[config.mk]
export PLATFORM = sky130hd
export DESIGN_NAME = i2s_dac_tx
export DESIGN_NICKNAME = d
export VERILOG_FILES = /design/src/rtl/i2s_dac_tx.sv
export SDC_FILE = /design/constraint.sdc
export NUM_CORES = 1
export LEC_CHECK = 0
export ABC_AREA = 1
export CAP_MARGIN = 10
export CORE_MARGIN = 5
export CORE_UTILIZATION = 61
export DETAILED_ROUTE_END_ITERATION = 10
export PLACE_DENSITY_LB_ADDON = 0.1
export SYNTH_ARGS = -nofsm -noshare
export SYNTH_HDL_FRONTEND = slang
export SYNTH_SLANG_ARGS = --single-unit
[constraint.sdc]
create_clock -name i_bclk -period 3.19 [get_ports i_bclk]
set_clock_uncertainty 0.2 [all_clocks]
set_input_delay 0.4785 -clock i_bclk [delete_from_list [all_inputs] [get_ports i_bclk]]
set_output_delay 0.4785 -clock i_bclk [all_outputs]
set_load 0.01 [all_outputs]
[src/rtl/i2s_dac_tx.sv]
// i2s_dac_tx: buffered I2S transmitter for the WM8731 DAC path.
// Optional macro: I2S_TX_HOLD_LAST_EN (repeat last pair on underrun).
module i2s_dac_tx #(
  parameter int DEPTH = 8
) (
  input  logic                     i_bclk,
  input  logic                     i_rst_n,
  input  logic                     i_daclrck,
  input  logic                     i_valid,
  output logic                     o_ready,
  input  logic [15:0]              i_left,
  input  logic [15:0]              i_right,
  output logic                     o_dacdat,
  output logic [$clog2(DEPTH):0]   o_level,
  output logic                     o_underrun,
  input  logic                     i_clr_underrun
);

  localparam int AW = $clog2(DEPTH);
  localparam int LW = AW + 1;
  localparam logic [LW-1:0] FULL = LW'(DEPTH);

  logic [31:0]   mem [DEPTH];
  logic [AW-1:0] wr_ptr;
  logic [AW-1:0] rd_ptr;
  logic          lrck_q;
  logic          armed;
  logic [15:0]   hold_r;
  logic [15:0]   shreg;
  logic [4:0]    cnt;

  logic          lr_edge;
  logic          fall;
  logic          empty;
  logic          push;
  logic          pop;
  logic [31:0]   pair;
  logic [31:0]   fill;
  logic [31:0]   new_pair;
  logic [15:0]   word;
  logic [LW-1:0] level_nxt;

`ifdef I2S_TX_HOLD_LAST_EN
  logic [15:0]   hold_l;
  assign fill = {hold_l, hold_r};
`else
  assign fill = 32'd0;
`endif

  // Edge detect, FIFO handshakes and word selection
  always_comb begin
    lr_edge   = armed && (i_daclrck != lrck_q);
    fall      = lr_edge && !i_daclrck;
    empty     = (o_level == '0);
    push      = i_valid && o_ready;
    pop       = fall && !empty;
    pair      = mem[rd_ptr];
    new_pair  = pop ? pair : fill;
    word      = fall ? new_pair[31:16] : hold_r;
    level_nxt = o_level;
    if (push && !pop)
      level_nxt = o_level + LW'(1);
    else if (pop && !push)
      level_nxt = o_level - LW'(1);
  end

  // FIFO storage; contents are discarded by the pointer reset
  always_ff @(posedge i_bclk) begin
    if (push)
      mem[wr_ptr] <= {i_left, i_right};
  end

  // FIFO pointers, level and ready
  always_ff @(posedge i_bclk or negedge i_rst_n) begin
    if (!i_rst_n) begin
      wr_ptr  <= '0;
      rd_ptr  <= '0;
      o_level <= '0;
      o_ready <= 1'b1;
    end else begin
      if (push)
        wr_ptr <= wr_ptr + AW'(1);
      if (pop)
        rd_ptr <= rd_ptr + AW'(1);
      o_level <= level_nxt;
      o_ready <= (level_nxt != FULL);
    end
  end

  // LRCK tracking, held pair and sticky underrun
  always_ff @(posedge i_bclk or negedge i_rst_n) begin
    if (!i_rst_n) begin
      lrck_q     <= 1'b0;
      armed      <= 1'b0;
      hold_r     <= '0;
`ifdef I2S_TX_HOLD_LAST_EN
      hold_l     <= '0;
`endif
      o_underrun <= 1'b0;
    end else begin
      lrck_q <= i_daclrck;
      armed  <= 1'b1;
      if (fall) begin
        hold_r <= new_pair[15:0];
`ifdef I2S_TX_HOLD_LAST_EN
        hold_l <= new_pair[31:16];
`endif
      end
      if (fall && empty)
        o_underrun <= 1'b1;
      else if (i_clr_underrun)
        o_underrun <= 1'b0;
    end
  end

  // MSB-first shifter; idles at 16 with the line low
  always_ff @(posedge i_bclk or negedge i_rst_n) begin
    if (!i_rst_n) begin
      shreg    <= '0;
      cnt      <= 5'd16;
      o_dacdat <= 1'b0;
    end else if (lr_edge) begin
      o_dacdat <= word[15];
      shreg    <= {word[14:0], 1'b0};
      cnt      <= 5'd1;
    end else if (cnt != 5'd16) begin
      o_dacdat <= shreg[15];
      shreg    <= {shreg[14:0], 1'b0};
      cnt      <= cnt + 5'd1;
    end else begin
      o_dacdat <= 1'b0;
    end
  end

endmodule

==> out/results.env, run 1 <==
FLOORPLAN.INITIALDENSITY_PCT=61.83
DIE_EXTENT_IN_Y_UM=153.0
PWR-SHARE-SEQ_PCT=42.6
GRT_PASS1_WL_UM=43850
WORST_SLEW_PIN_TRAN_NS=0.8953
CLOCK-ROOT-BUFFER='clkbuf_16'
FINAL-MAX-SLEW-VIOLATION-COUNT=0
CRITICAL_PATH.STARTPOINT='rd_ptr[0]'
SHARE_CLK_OF_TOTAL_POWER_PCT=28.2
GRT_OVERFLOW=0
GRT_MAX_DEGREE=130
FP.DIEAREA_SQ_UM=23400
CRIT_TYPE='flop to flop'
CLKSINKCOUNT=307
CTS-RESIZED-GATES=0
AVERAGE_DETAILED_ROUTED_WIRE_LENGTH_PER_INSTANCE_UM=19.66
ANT_DIODES=0
P_SW_uW=4204
YS_WARN_COUNT=0
TIMING.MAX_SLEW.REL_SLACK_PCT=40.31
CRIT_TOP_CELL='nand2_1'
SYNTH.YOSYS.SEQ_AREA_SHARE_PCT=71.90
NUM_VIAS=8064
PLACEMENT.IO_BUFFERS=43
RSZ_0062_RAISED_AFTER_GLOBAL_ROUTING='no'
NETLIST_INSTANCES=1054
SYNTH.FF_LATCH_COUNT=307
ROUTABILITYCONGESTION=0.7861
INSERTION_DELAY_NS=0.55
MAXCAPVIOLATIONS=0
WORSTPATHARRIVAL_NS=2.62
NUMBER_OF_GLOBAL_ROUTE_VIAS_BEFORE_REPAIR=8054
CRITICAL_PATH.REG2REG.STARTPOINT='rd_ptr[0]'
POWER.SWITCHING_FRACTION_PCT=33.68
SYNTH.NET_COUNT=1097
MIN-DELAY-PATH-CLASS='primary input to asynchronous set/reset pin'
DIE_X_UM=153.0
WORSTSETUPENDPOINT='shreg[2]'
ROWS=52
NUMBER_OF_REMAINING_DRC_ERRORS=0
WORST-R2R-SETUP-SLACK_NS=0.86
CP.REQUIRED_NS=3.48
TRITONCTS='yes'
LAYOUT.CORE_UTILIZATION_PCT=70.61
SETUP.WORST_PATH.START_CLASS='flop'
FLOORPLAN.CORE_AREA_SQ_UM=20170
WORSTPATHCELLLIST='clkinv_2 -> buf_4 -> nand2_1 -> nand3_1 -> nand2_1 -> a21oi_1 -> nand2_1 -> nand2_1 -> nand2_1 -> nand2_1'
AVGSYNTHCELLAREA_SQ_UM=11.83
NUMBER_OF_ANTENNA_VIOLATIONS_AT_THE_FIRST_CHECK_IN_GLOBAL_ROUTING=0
ENDPOINT_KIND='flop'
MAX_STAGE_DELAY_ON_CRIT_PATH_NS=0.67
MIN_PERIOD_OVER_PERIOD_PCT=73.12
IR_DROP_mV=0.6939
TOTAL_LEAKAGE_POWER_uW=0.005273
FRACTION_OF_FINAL_LAYOUT_CELLS_WITH_DRIVE_STRENGTH_GREATER_THAN_1_PCT=8.318
SYNTH_CELL_TYPES=33
DEPTH_OF_THE_WORST_REGISTER_TO_REGISTER_PATH=10
ROUTE.DETAILED.VIAS_PER_INST=5.810
NUMCTSBUFFERS=31
ROUTE.ANTENNA.REMAINING_NETS=0
P_INT_uW=8278
FINALWIRELENGTH_UM=27290
CRITICAL-PATH-SLOWEST-CELL='buf_4'
AREA.GROWTH.SYNTH_TO_FINAL_PCT=14.20
STDCELL_AREA_SQ_UM=14240
PWR-SHARE-COMB_PCT=29.2
TOTALNEGATIVESETUPSLACK_NS=0
DRT_PASS1_ITERATIONS=5
CTS.REPORTEDPATHS.CLKPINSLEW_NS=0.06
IO-PIN-COUNT=44
TIMING_HOLD_VIOLATIONS_FINAL=0
WORST-PATH-MAX-FANOUT=80
FINAL.FILL_COUNT=1380
CTSHTREEMAXLEVEL=1
ALL_LAYER_GR_USAGE_PCT=23.36
INITIALDRTVIOLATIONCOUNT=843
CELL_AREA_PLACED_SQ_UM=13240
CLOCK.FMAX_MHz=428.7
CRITICAL_PATH.REG2REG.ENDPOINT='shreg[2]'
PLACE.DETAILED.HPWL_UM=15390
POST_SYNTH_INSTANCE_AREA_SQ_UM=12470
POWER_DENSITY_nW_PER_UM2=876.5
FINAL_NET_COUNT=1138
WHS_NS=0.2315
CLOCK_TREE.BUFFER_DEPTH=3
SETUP_VIOLATIONS=0
STATUS='complete, no violations'
FINALCRITICALPERIOD_NS=2.333
-- layer usage --
layer / share of wire, % / up-vias / track usage (%)
li1: - / 3763 / -
met1: 42 / 3917 / 32.83
met2: 48 / 329 / 38.55
met3: 7.2 / 55 / 3.647
met4: 2.7 / 0 / 6.703
met5: 0 / - / 0
-- cells by family after synthesis --
logic type | synth area share (%)
buf+inv | 3.732
other cells | 0.03007
compound gates | 6.973
simple gates | 16.20
flops | 71.90
xor+xnor | 0.5619
fa+ha+maj | 0.6020
-- cells in the mapped netlist, drive strengths merged --
master  number  area (sq um)
nand2      237         904.6
nand4        3         18.77
nor2       169         646.9
dfstp        2         52.55
nor3         2         10.01
nand3       80         427.9
o221ai      32         280.3
xnor2        1         8.760
inv         34         127.6
dfrtp       49          1226
conb         1         3.750
or2          2         12.52
a21oi        6         30.03
o21ai      103         515.5
o211ai       5         37.54
clkbuf      18         70.07
edfxtp     256          7687
xor2         7         61.31
buf         40         267.8
ha           6         75.07
o22ai        1         6.260
-- power groups by stage --
| stage | Sequential, uW | Clock (uW) | Combinational (uW) |
|---|---|---|---|
| floorplan | 5350 | 0 | 2500 |
| global placement | 5370 | 0 | 3560 |
| detailed placement | 5380 | 0 | 3620 |
| CTS | 5310 | 3560 | 3660 |
| global route | 5370 | 3760 | 4050 |
| finish | 5310 | 3520 | 3650 |
-- flip-flops by register name, indices dropped and copies added, names as in the netlist --
signal and flops:
lrck_q 1, o_ready 1, hold_r 16, mem 256
o_level 4, cnt 5, rd_ptr 3, armed 1
o_dacdat 1, o_underrun 1, wr_ptr 3, shreg 15
-- worst min path at each step --
stage          slack (ns)  cells after the start         end
3_3_place_gp         0.26                      2  hold_r[12]
4_1_cts              0.24                      2   rd_ptr[0]
2_1_floorplan       -0.02                      0       armed
3_5_place_dp         0.26                      2   shreg[11]
6_report             0.23                      2   rd_ptr[0]
5_1_grt              0.28                      2   rd_ptr[0]
-- cells in the final DEF, fill, tap and decap left out, drive strengths merged --
cell type / n
o22ai: 1
dlygate4sd3: 1
xnor2: 1
nand2: 237
a21oi: 6
nand4: 3
clkbuf: 40
o221ai: 32
clkinv: 11
bufinv: 4
dfstp: 2
nor3: 2
inv: 35
ha: 6
or2: 2
nand3: 80
o211ai: 5
clkdlybuf4s50: 42
xor2: 7
nor2: 169
buf: 23
conb: 1
edfxtp: 256
dfrtp: 49
o21ai: 103
-- stage by stage --
step,setup WS (ns),total power [uW],cells
3_3_place_gp,0.5632,8931,1331
5_1_grt,0.7422,13170,1388
2_1_floorplan,0.1929,7851,1054
6_report,0.8575,12480,1388
4_1_cts,0.8749,12530,1388
3_5_place_dp,0.5545,9005,1331
-- cell type report --
type                       instances  area, sq um  share of cell area [%]
sequential                       307         8971                   62.99
multi-input combinational        655         3099                   21.76
clock buffer                      40        809.5                   5.684
timing repair buffer              66        713.2                   5.008
tap                              270        337.8                   2.372
clock inverter                    16        181.4                   1.274
inverter                          34        128.9                  0.9049
-- what timing repair did --
item	4_1_cts	5_1_grt
hold buffers	1	0
hold endpoints to repair	19	0
setup endpoints to repair	0	0
setup buffers	0	0
-- worst max-delay path, delay by kind of cell, from the launching register on --
kind            cells  cell delay, ns
buf+inv             2            0.73
simple gates        7            0.66
flops               1            0.50
compound gates      1            0.16
No activity file was read; power rests on OpenSTA's default activity.
==> run 2: changes to the inputs <==
- clock period: 3.19 -> 2.4 ns (I/O delays scaled with it)
==> out/results.env, run 2 (synthesis gave the netlist of run 1 again) <==
STATUS='complete, no violations'  # unchanged
ROUTE.ANTENNA.REMAINING_NETS=0  # unchanged
WORST-R2R-SETUP-SLACK_NS=0.25  # was 0.86 ns
INSERTION_DELAY_NS=0.55  # about the same
CLKSINKCOUNT=307  # unchanged
CTS.REPAIR_TIMING.SETUP_BUFFER_COUNT=0  # unchanged
FRACTION_OF_FINAL_LAYOUT_CELLS_WITH_DRIVE_STRENGTH_GREATER_THAN_1_PCT=9.574  # was 8.318%
WORSTPATHARRIVAL_NS=1.64  # was 2.62 ns
P_INT_uW=11290  # was 8278 uW
CTSHTREEMAXLEVEL=1  # unchanged
SHARE_CLK_OF_TOTAL_POWER_PCT=28.1  # was 28.2%
MIN-DELAY-PATH-CLASS='primary input to flop'  # was primary input to asynchronous set/reset pin
FP.DIEAREA_SQ_UM=23400  # unchanged
GRT_OVERFLOW=0  # unchanged
SETUP.WORST_PATH.START_CLASS='flop'  # unchanged
WORST_SLEW_PIN_TRAN_NS=0.6705  # was 0.8953 ns
FINAL-MAX-SLEW-VIOLATION-COUNT=0  # unchanged
PWR-SHARE-SEQ_PCT=41.9  # was 42.6%
SETUP_VIOLATIONS=0  # unchanged
DPL_WORST_SLACK_NS=0.06696  # was 0.5545 ns
POWER.SWITCHING_FRACTION_PCT=33.58  # was 33.68%
TRITONCTS='yes'  # unchanged
CLOCK-ROOT-BUFFER='clkbuf_16'  # unchanged
MAX_STAGE_DELAY_ON_CRIT_PATH_NS=0.59  # was 0.67 ns
FINAL.FILL_COUNT=1406  # was 1,380
DIE_EXTENT_IN_Y_UM=153.0  # unchanged
NUMBER_OF_REMAINING_DRC_ERRORS=0  # unchanged
MIN_PERIOD_OVER_PERIOD_PCT=91.57
DIE_X_UM=153.0  # unchanged
ROUTE.DETAILED.VIAS_PER_INST=5.674  # was 5.810
POWER_DENSITY_nW_PER_UM2=1170  # was 876.5 nW/um^2
MAX_FLOP_REGISTER='mem'  # unchanged
INITIALDRTVIOLATIONCOUNT=759  # was 843
ALL_LAYER_GR_USAGE_PCT=23.64  # was 23.36%
PWR-SHARE-COMB_PCT=30.0  # was 29.2%
IO-PIN-COUNT=44  # unchanged
FLOORPLAN.INITIALDENSITY_PCT=61.83  # unchanged
MOSTFREQUENTLAYOUTCELL='edfxtp_1'  # unchanged
NUMBER_OF_GLOBAL_ROUTE_VIAS_BEFORE_REPAIR=7602  # was 8,054
GRT_PASS1_WL_UM=42960  # was 43,850 um
IR_DROP_mV=0.6807  # was 0.6939 mV
NUM_VIAS=7932  # was 8,064
TIMING_HOLD_VIOLATIONS_FINAL=0  # unchanged
MOSTFREQUENTLAYOUTCELLS='256 x edfxtp_1, 235 x nand2_1, 158 x nor2_1'  # unchanged
FINALCRITICALPERIOD_NS=2.198
NUMBER_OF_ANTENNA_VIOLATIONS_AT_THE_FIRST_CHECK_IN_GLOBAL_ROUTING=1  # was 0
ROWS=52  # unchanged
ENDPOINT_KIND='primary output'  # was flop
CLOCK.FMAX_MHz=455.0
CRITICAL-PATH-TOP-DELAY-FAMILY='buffers and inverters'  # unchanged
WORST-PATH-MAX-FANOUT=7  # was 80
P_SW_uW=5707  # was 4204 uW
TIMING.MAX_SLEW.REL_SLACK_PCT=55.30  # was 40.31%
FINAL_NET_COUNT=1148  # was 1,138
FINALWIRELENGTH_UM=27590  # was 27,290 um
FLOORPLAN.CORE_AREA_SQ_UM=20170  # unchanged
DRT_PASS1_ITERATIONS=5  # unchanged
TOTAL_LEAKAGE_POWER_uW=0.005383  # was 0.005273 uW
CP_NUM_BUF_INV=1  # was 2
CRITICAL-PATH-SLOWEST-CELL='clkdlybuf4s50_1'  # was buf_4
CTS.REPORTEDPATHS.CLKPINSLEW_NS=0.06  # about the same
LARGEST_REGISTER_FF_COUNT=256  # unchanged
TOP_REGS='mem (256), hold_r (16), shreg (15)'  # unchanged
PLACEMENT.IO_BUFFERS=43  # unchanged
CP.REQUIRED_NS=1.84  # was 3.48 ns
NUMCTSBUFFERS=30  # was 31
DESIGN_POWER_TOTAL_uW=16990  # was 12,480 uW
LAYOUT_SETUP_WS_NS=0.2024  # was 0.8575 ns
PLACE.DETAILED.HPWL_UM=17580  # was 15,390 um
GRT_MAX_DEGREE=71  # was 130
CRIT_TYPE='flop to primary output'  # was flop to flop
AREA.GROWTH.SYNTH_TO_FINAL_PCT=16.47  # was 14.20%
MAXCAPVIOLATIONS=0  # unchanged
CLOCK_TREE.BUFFER_DEPTH=3  # unchanged
WORSTPATHCELLLIST='clkdlybuf4s50_1'  # was clkinv_2 -> buf_4 -> nand2_1 -> nand3_1 -> nand2_1 -> a21oi_1 -> nand2_1 -> nand2_1 -> nand2_1 -> nand2_1
ANT_DIODES=0  # unchanged
RSZ_0062_RAISED_AFTER_GLOBAL_ROUTING='no'  # unchanged
ROUTABILITYCONGESTION=0.8045  # was 0.7861
AVERAGE_DETAILED_ROUTED_WIRE_LENGTH_PER_INSTANCE_UM=19.74  # was 19.66 um
==> run 2: cell types whose count changed in the layout (fill, tap and decap cells not counted), sizes merged <==
cell,before,now
inv,35,33
bufinv,4,5
clkinvlp,0,3
clkbuf,40,34
buf,23,34
clkinv,11,14
==> run 2: stage by stage <==
stage | cells | hold slack (ns) | instance area, sq um | utilization [%] | TNS, ns
after floorplan | 1054 | -0.1356 | 12490 | - | -19.74
after global placement | 1342 | 0.2592 | 13500 | 66.92 | 0
after detailed placement | 1342 | 0.2679 | 13500 | 66.92 | 0
after CTS | 1398 | 0.1209 | 14530 | 72.02 | 0
after global routing | 1398 | 0.1322 | 14530 | 72.02 | 0
final | 1398 | 0.1307 | 14530 | 72.02 | 0
==> run 2: path summary, 6_finish.rpt <==
check,endpoint,start,cells after the start
worst max-delay path,o_level[2],o_level[2],1
worst min-delay path,lrck_q,i_daclrck,1
min in group asynchronous,shreg[11],i_rst_n,3
max in group asynchronous,rd_ptr[0],i_rst_n,3
worst min register to register,shreg[9],shreg[9],2
worst max register to register,shreg[8],rd_ptr[0],8
==> run 2: layout make-up <==
type	count	area, sq um	share of cell area (%)
clock buffers	34	787.0	5.418
multi-input cells	655	3099	21.34
well taps	270	337.8	2.326
repair buffers	77	970.9	6.684
clock inverters	21	230.2	1.585
inverters	34	128.9	0.8872
flip-flops and latches	307	8971	61.76
==> run 2: per-layer routing <==
layer,up-vias,track usage [%],part of all wire (%)
met5,-,0,0.047
met4,2,6.873,2.4
met3,39,5.796,11
met2,321,35.13,44
met1,3784,35.33,43
li1,3786,-,-
==> run 2: timing repair <==
action	CTS	global route
hold buffers	1	0
endpoints found under the hold margin	49	0
endpoints found under the setup margin	0	0
resized for setup	0	0
==> run 2: power by group through the flow <==
stage	combinational (uW)	clock [uW]	sequential (uW)
6_report	5100	4780	7120
4_1_cts	5080	4840	7120
3_5_place_dp	5040	0	7220
3_3_place_gp	4930	0	7200
2_1_floorplan	3350	0	7100
5_1_grt	5620	5090	7200
